$ cat config.mk
export PLATFORM = sky130hd
export DESIGN_NAME = alu_exec_stage
export DESIGN_NICKNAME = d
export VERILOG_FILES = /design/src/rtl/alu_exec_stage_pkg.sv /design/src/rtl/alu_exec_stage_regfile_4x8.sv /design/src/rtl/alu_exec_stage.sv
export SDC_FILE = /design/constraint.sdc
export NUM_CORES = 1
export LEC_CHECK = 0
export ABC_AREA = 1
export BUFFER_PORTS_ARGS = -buffer_cell sky130_fd_sc_hd__buf_2
export CAP_MARGIN = 20
export CELL_PAD_IN_SITES_DETAIL_PLACEMENT = 1
export CELL_PAD_IN_SITES_GLOBAL_PLACEMENT = 1
export CORE_ASPECT_RATIO = 0.6
export CORE_UTILIZATION = 30
export CTS_CLUSTER_SIZE = 25
export DETAILED_ROUTE_END_ITERATION = 10
export PLACE_DENSITY_LB_ADDON = 0.1
export SETUP_SLACK_MARGIN = 0.15
export SLEW_MARGIN = 20
export SYNTH_ARGS = -nofsm -noshare
export SYNTH_HDL_FRONTEND = slang
export SYNTH_HIERARCHICAL = 1
export SYNTH_SLANG_ARGS = --single-unit
export TNS_END_PERCENT = 10
$ cat constraint.sdc
create_clock -name clk -period 2.3 [get_ports clk]
set_input_delay 0.23 -clock clk [delete_from_list [all_inputs] [get_ports clk]]
set_output_delay 0.23 -clock clk [all_outputs]
set_load 0.01 [all_outputs]
$ cat src/rtl/alu_exec_stage_pkg.sv
// Shared encodings for the execute stage and the ALU it drives: opcodes, instruction layout, FSM states.
// Kept in one package so the stage's decode and the ALU's opcode table cannot drift apart.
package alu_exec_stage_pkg;

  localparam int ALU_DATA_W = 8;
  localparam int ALU_NREGS  = 4;
  localparam int INSTR_W    = 16;

  localparam logic [3:0] OP_ADD = 4'b0000;
  localparam logic [3:0] OP_SUB = 4'b0010;
  localparam logic [3:0] OP_AND = 4'b0011;
  localparam logic [3:0] OP_OR  = 4'b0100;
  localparam logic [3:0] OP_XOR = 4'b0101;
  localparam logic [3:0] OP_SHL = 4'b1101;
  localparam logic [3:0] OP_SHR = 4'b1110;

  // Field layout; in register mode rs2 lives in imm7[1:0].
  typedef struct packed {
    logic [3:0] op;
    logic [1:0] rd;
    logic [1:0] rs1;
    logic       src_sel;
    logic [6:0] imm7;
  } instr_t;

  typedef enum logic [1:0] {
    ST_IDLE = 2'd0,
    ST_EXEC = 2'd1,
    ST_WB   = 2'd2
  } state_e;

  function automatic logic op_is_legal(input logic [3:0] op);
    logic legal;
    case (op)
      OP_ADD, OP_SUB, OP_AND, OP_OR, OP_XOR, OP_SHL, OP_SHR: legal = 1'b1;
      default:                                              legal = 1'b0;
    endcase
    return legal;
  endfunction

endpackage

$ cat src/rtl/alu_exec_stage_regfile_4x8.sv
// Register file: two combinational operand reads, one combinational debug read, one synchronous write.
// Zero latency on reads, write visible the cycle after the write edge; synchronous clear on rst.
module regfile_4x8 #(
  parameter int DATA_W = 8,
  parameter int NREGS  = 4,
  parameter int AW     = $clog2(NREGS)
) (
  input  logic              clk,
  input  logic              rst,
  input  logic              wr_en,
  input  logic [AW-1:0]     wr_addr,
  input  logic [DATA_W-1:0] wr_data,
  input  logic [AW-1:0]     rd_addr1,
  output logic [DATA_W-1:0] rd_data1,
  input  logic [AW-1:0]     rd_addr2,
  output logic [DATA_W-1:0] rd_data2,
  input  logic [AW-1:0]     dbg_addr,
  output logic [DATA_W-1:0] dbg_data
);

  logic [DATA_W-1:0] mem [NREGS];

  always_ff @(posedge clk) begin
    if (rst) begin
      for (int i = 0; i < NREGS; i++) begin
        mem[i] <= '0;
      end
    end else if (wr_en) begin
      mem[wr_addr] <= wr_data;
    end
  end

  assign rd_data1 = mem[rd_addr1];
  assign rd_data2 = mem[rd_addr2];
  assign dbg_data = mem[dbg_addr];

endmodule

$ cat src/rtl/alu_exec_stage.sv
// Execute/writeback stage around an external 8-bit ALU: IDLE accepts, EXEC drives ALU, WB pulses done.
// One instruction per 3 clocks; instr_ready is high only in IDLE, no skid buffering.
module alu_exec_stage
  import alu_exec_stage_pkg::*;
#(
  parameter int DATA_W = ALU_DATA_W,
  parameter int NREGS  = ALU_NREGS
) (
  input  logic              clk,
  input  logic              rst,
  input  logic              instr_valid,
  output logic              instr_ready,
  input  logic [15:0]       instr,
  output logic [3:0]        alu_operation,
  output logic [DATA_W-1:0] alu_operand1,
  output logic [DATA_W-1:0] alu_operand2,
  input  logic [DATA_W-1:0] alu_result,
  input  logic              alu_zero,
  input  logic              alu_overflow,
  output logic              wb_done,
  output logic              wb_illegal,
  output logic              flag_z,
  output logic              flag_v,
  input  logic [1:0]        dbg_addr,
  output logic [DATA_W-1:0] dbg_data
);

  localparam int AW = $clog2(NREGS);

  instr_t            ins;
  state_e            state;
  logic              legal_q;
  logic [AW-1:0]     rd_q;
  logic [DATA_W-1:0] rs1_data;
  logic [DATA_W-1:0] rs2_data;
  logic [DATA_W-1:0] operand2_next;
  logic              rf_wr_en;

  assign ins         = instr;
  assign instr_ready = (state == ST_IDLE);
  assign rf_wr_en    = (state == ST_EXEC) && legal_q;

  // Immediate is zero-extended; register mode borrows the low imm bits as rs2.
  assign operand2_next = ins.src_sel ? {{(DATA_W-7){1'b0}}, ins.imm7} : rs2_data;

  regfile_4x8 #(
    .DATA_W (DATA_W),
    .NREGS  (NREGS),
    .AW     (AW)
  ) u_rf (
    .clk      (clk),
    .rst      (rst),
    .wr_en    (rf_wr_en),
    .wr_addr  (rd_q),
    .wr_data  (alu_result),
    .rd_addr1 (ins.rs1),
    .rd_data1 (rs1_data),
    .rd_addr2 (ins.imm7[1:0]),
    .rd_data2 (rs2_data),
    .dbg_addr (dbg_addr),
    .dbg_data (dbg_data)
  );

  always_ff @(posedge clk) begin
    if (rst) begin
      state         <= ST_IDLE;
      legal_q       <= 1'b0;
      rd_q          <= '0;
      alu_operation <= '0;
      alu_operand1  <= '0;
      alu_operand2  <= '0;
      flag_z        <= 1'b0;
      flag_v        <= 1'b0;
      wb_done       <= 1'b0;
      wb_illegal    <= 1'b0;
    end else begin
      wb_done    <= 1'b0;
      wb_illegal <= 1'b0;
      case (state)
        ST_IDLE: begin
          if (instr_valid) begin
            alu_operation <= ins.op;
            alu_operand1  <= rs1_data;
            alu_operand2  <= operand2_next;
            rd_q          <= ins.rd;
            legal_q       <= op_is_legal(ins.op);
            state         <= ST_EXEC;
          end
        end
        ST_EXEC: begin
          // Register file write for this edge is issued via rf_wr_en.
          if (legal_q) begin
            flag_z <= alu_zero;
            flag_v <= alu_overflow;
          end
          wb_done    <= legal_q;
          wb_illegal <= !legal_q;
          state      <= ST_WB;
        end
        ST_WB: begin
          state <= ST_IDLE;
        end
        default: begin
          state <= ST_IDLE;
        end
      endcase
    end
  end

endmodule

==> summary.txt <==
Floorplan
  • Core Box Area: 10700 µm²
  • Die W: 138 µm
  • Initial Util: 0.312
  • Die height: 83.6 µm
  • Std cell rows: 29
  • DIE AREA: 11500 µm²
  • I/O pins: 64

Power
  • Pleak: 2.02 nW
  • Pwr Density: 751 nW/µm²
  • Peak supply drop: 0.000347 V

Logic synthesis
  • Post-synthesis cell type count: 22
  • Post-Syn Area: 3330 µm²
  • Post-synthesis instance total: 460
  • Post-synth net total: 491
  • Sequential area share after synthesis: 0.463
  • Synthesized area per cell: 7.24 µm²
  • Number of synthesized register bits: 61
  • Syn. warnings: 6

Global route
  • First-pass GRT wire length: 16600 µm
  • Largest net degree at the start of global routing: 27
  • Total track usage: 0.192
  • Grt total ovfl: 0
  • Number of global-route vias before repair: 3165
  • Antenna violations before repair: 0

Hold path
  • Hold crit path type: in -> reg

Placement
  • Post-DP HPWL: 7830 µm
  • Setup WS pre-CTS: 0.530 ns
  • GP Congestion: 0.782
  • Port buffer count: 63

Run
  • Maxcap violations: 0

Cells and area
  • Commonest cells after routing, fill and taps aside: nand2_1, buf_2, inv_1
  • Commonest non-fill, non-tap cell in the layout: nand2_1
  • Layout cell share with drive strength beyond 1: 0.196
  • Area Overhead vs Synth: 18.5%
  • Antenna diodes: 0
  • Final nets: 546

STA
  • Final setup margin: 0.560 ns
  • Final clock skew: 0.00436 ns
  • Max Slew Vio Count: 0
  • Worst-Margin Slew: 0.681 ns
  • Fmax: 575 MHz
  • Final Hold Vio Count: 0
  • Final worst-path cycle share: 0.757
  • Setup Viol. Count Final: 0
  • Rel. slew slack: 0.546
  • Setup TNS Final: 0 ns
  • Tmin final: 1.74 ns
  • RSZ-0062 raised after global routing: no

Clocking
  • Clock root cell: clkbuf_16
  • Clk slew on worst S/H paths: 0.05 ns
  • Sink Count: 61
  • Hold-fix buffer count after cts: 0
  • Setup bufs post-CTS: 0
  • CTS tree: yes
  • Post-CTS resize count: 0
  • CTS max path bufs: 2
  • Clock Latency Late Sink: 0.33 ns
  • CTS Buf Count: 9
  • CTS H-tree depth: 3

Critical path
  • CP Launch Type: flop
  • Arr. time, crit path: 1.73 ns
  • Worst setup path class: reg -> reg
  • Crit-path max FO: 9
  • Data required, critical path: 2.29 ns
  • CP Capture Type: flop

Routing
  • Drt drc: 0
  • Vias/cell: 4.72
  • Vias: 3110
  • Drt wl/cell: 15.2 µm
  • Met3 wire len: 457 µm
  • Met2 WL: 4180 µm
  • 1st-iter DRT viols: 146
  • Post-route antenna net violation count: 0
  • Routed wire length: 10000 µm
  • Drt pass-1 iters: 4
  • Max layer used: met4
  • Metal-1 WL: 5260 µm

Status
  • Status: finished, final reports clean
-- layer usage --
metal | vias to the layer above | global-route usage
li1 | 1546 | -
met5 | - | 0
met2 | 60 | 0.280
met3 | 12 | 0.0486
met1 | 1492 | 0.280
met4 | 0 | 0.0455
-- worst max-delay path, cell delays in order, from the launching register on --
cell     delay, ns
dfxtp_1       0.32
inv_1         0.07
nand3_1       0.12
inv_1         0.21
inv_2         0.08
nor2_4        0.15
nand3_4       0.13
nand2_1       0.31
-- kinds of logic after synthesis --
| group | share of synthesized area |
|---|---|
| and+or+nand+nor | 0.374 |
| buffers and inverters | 0.121 |
| AOI/OAI and AO/OA | 0.0421 |
| DFF | 0.463 |
-- per-stage QoR --
| stage | instances | utilization | hold WS, ns | area, µm² | power, mW |
|---|---|---|---|---|---|
| 2_1_floorplan | 460 | - | 0.299 | 3330 | 1.55 |
| 3_3_place_gp | 643 | 0.343 | 0.444 | 3660 | 1.67 |
| 3_5_place_dp | 643 | 0.343 | 0.449 | 3660 | 1.68 |
| 4_1_cts | 659 | 0.370 | 0.141 | 3940 | 3.00 |
| 5_1_grt | 659 | 0.370 | 0.152 | 3940 | 3.12 |
| 6_report | 659 | 0.370 | 0.150 | 3940 | 2.96 |
-- power breakdown --
part / total [mW] / switching [mW] / internal [mW]
registers: 1.24 / 0.0339 / 1.21
logic: 0.418 / 0.282 / 0.136
clock network: 1.30 / 0.478 / 0.826
total: 2.96 / 0.794 / 2.17
-- worst paths after layout --
kind | start | to | slack, ns | depth (start not counted)
max | state[1] | u_rf/mem[1][4] | 0.56 | 7
min | alu_zero | flag_z | 0.15 | 3
max reg2reg | state[1] | u_rf/mem[1][4] | 0.56 | 7
min reg2reg | legal_q | wb_illegal | 0.47 | 1
-- registers in the layout, summed over array words and instances (netlist names) --
register / flops
alu_operand1: 8
alu_operand2: 8
alu_operation: 4
flag_v: 1
flag_z: 1
legal_q: 1
rd_q: 2
state: 2
u_rf/mem: 32
wb_done: 1
wb_illegal: 1
-- cells in the mapped netlist, drive strengths merged --
cell type / number / area [µm²]
nand3: 55 / 300
nand4: 1 / 6.26
buf: 17 / 154
nor3: 8 / 40.0
dfxtp: 29 / 581
edfxtp: 32 / 961
nand2: 162 / 621
nor2: 64 / 278
o21ai: 23 / 115
a21oi: 5 / 25.0
inv: 61 / 236
clkbuf: 3 / 11.3
-- cell type report --
cell class | count | area, µm²
Tap cell | 139 | 174
Clock buffer | 10 | 229
Clock inverter | 6 | 53.8
Multi-Input combinational cell | 318 | 1390
Timing Repair Buffer | 64 | 323
Fill cell | 1379 | 6730
Sequential cell | 61 | 1540
Inverter | 61 | 236
Power figures use the tool's default switching activity.
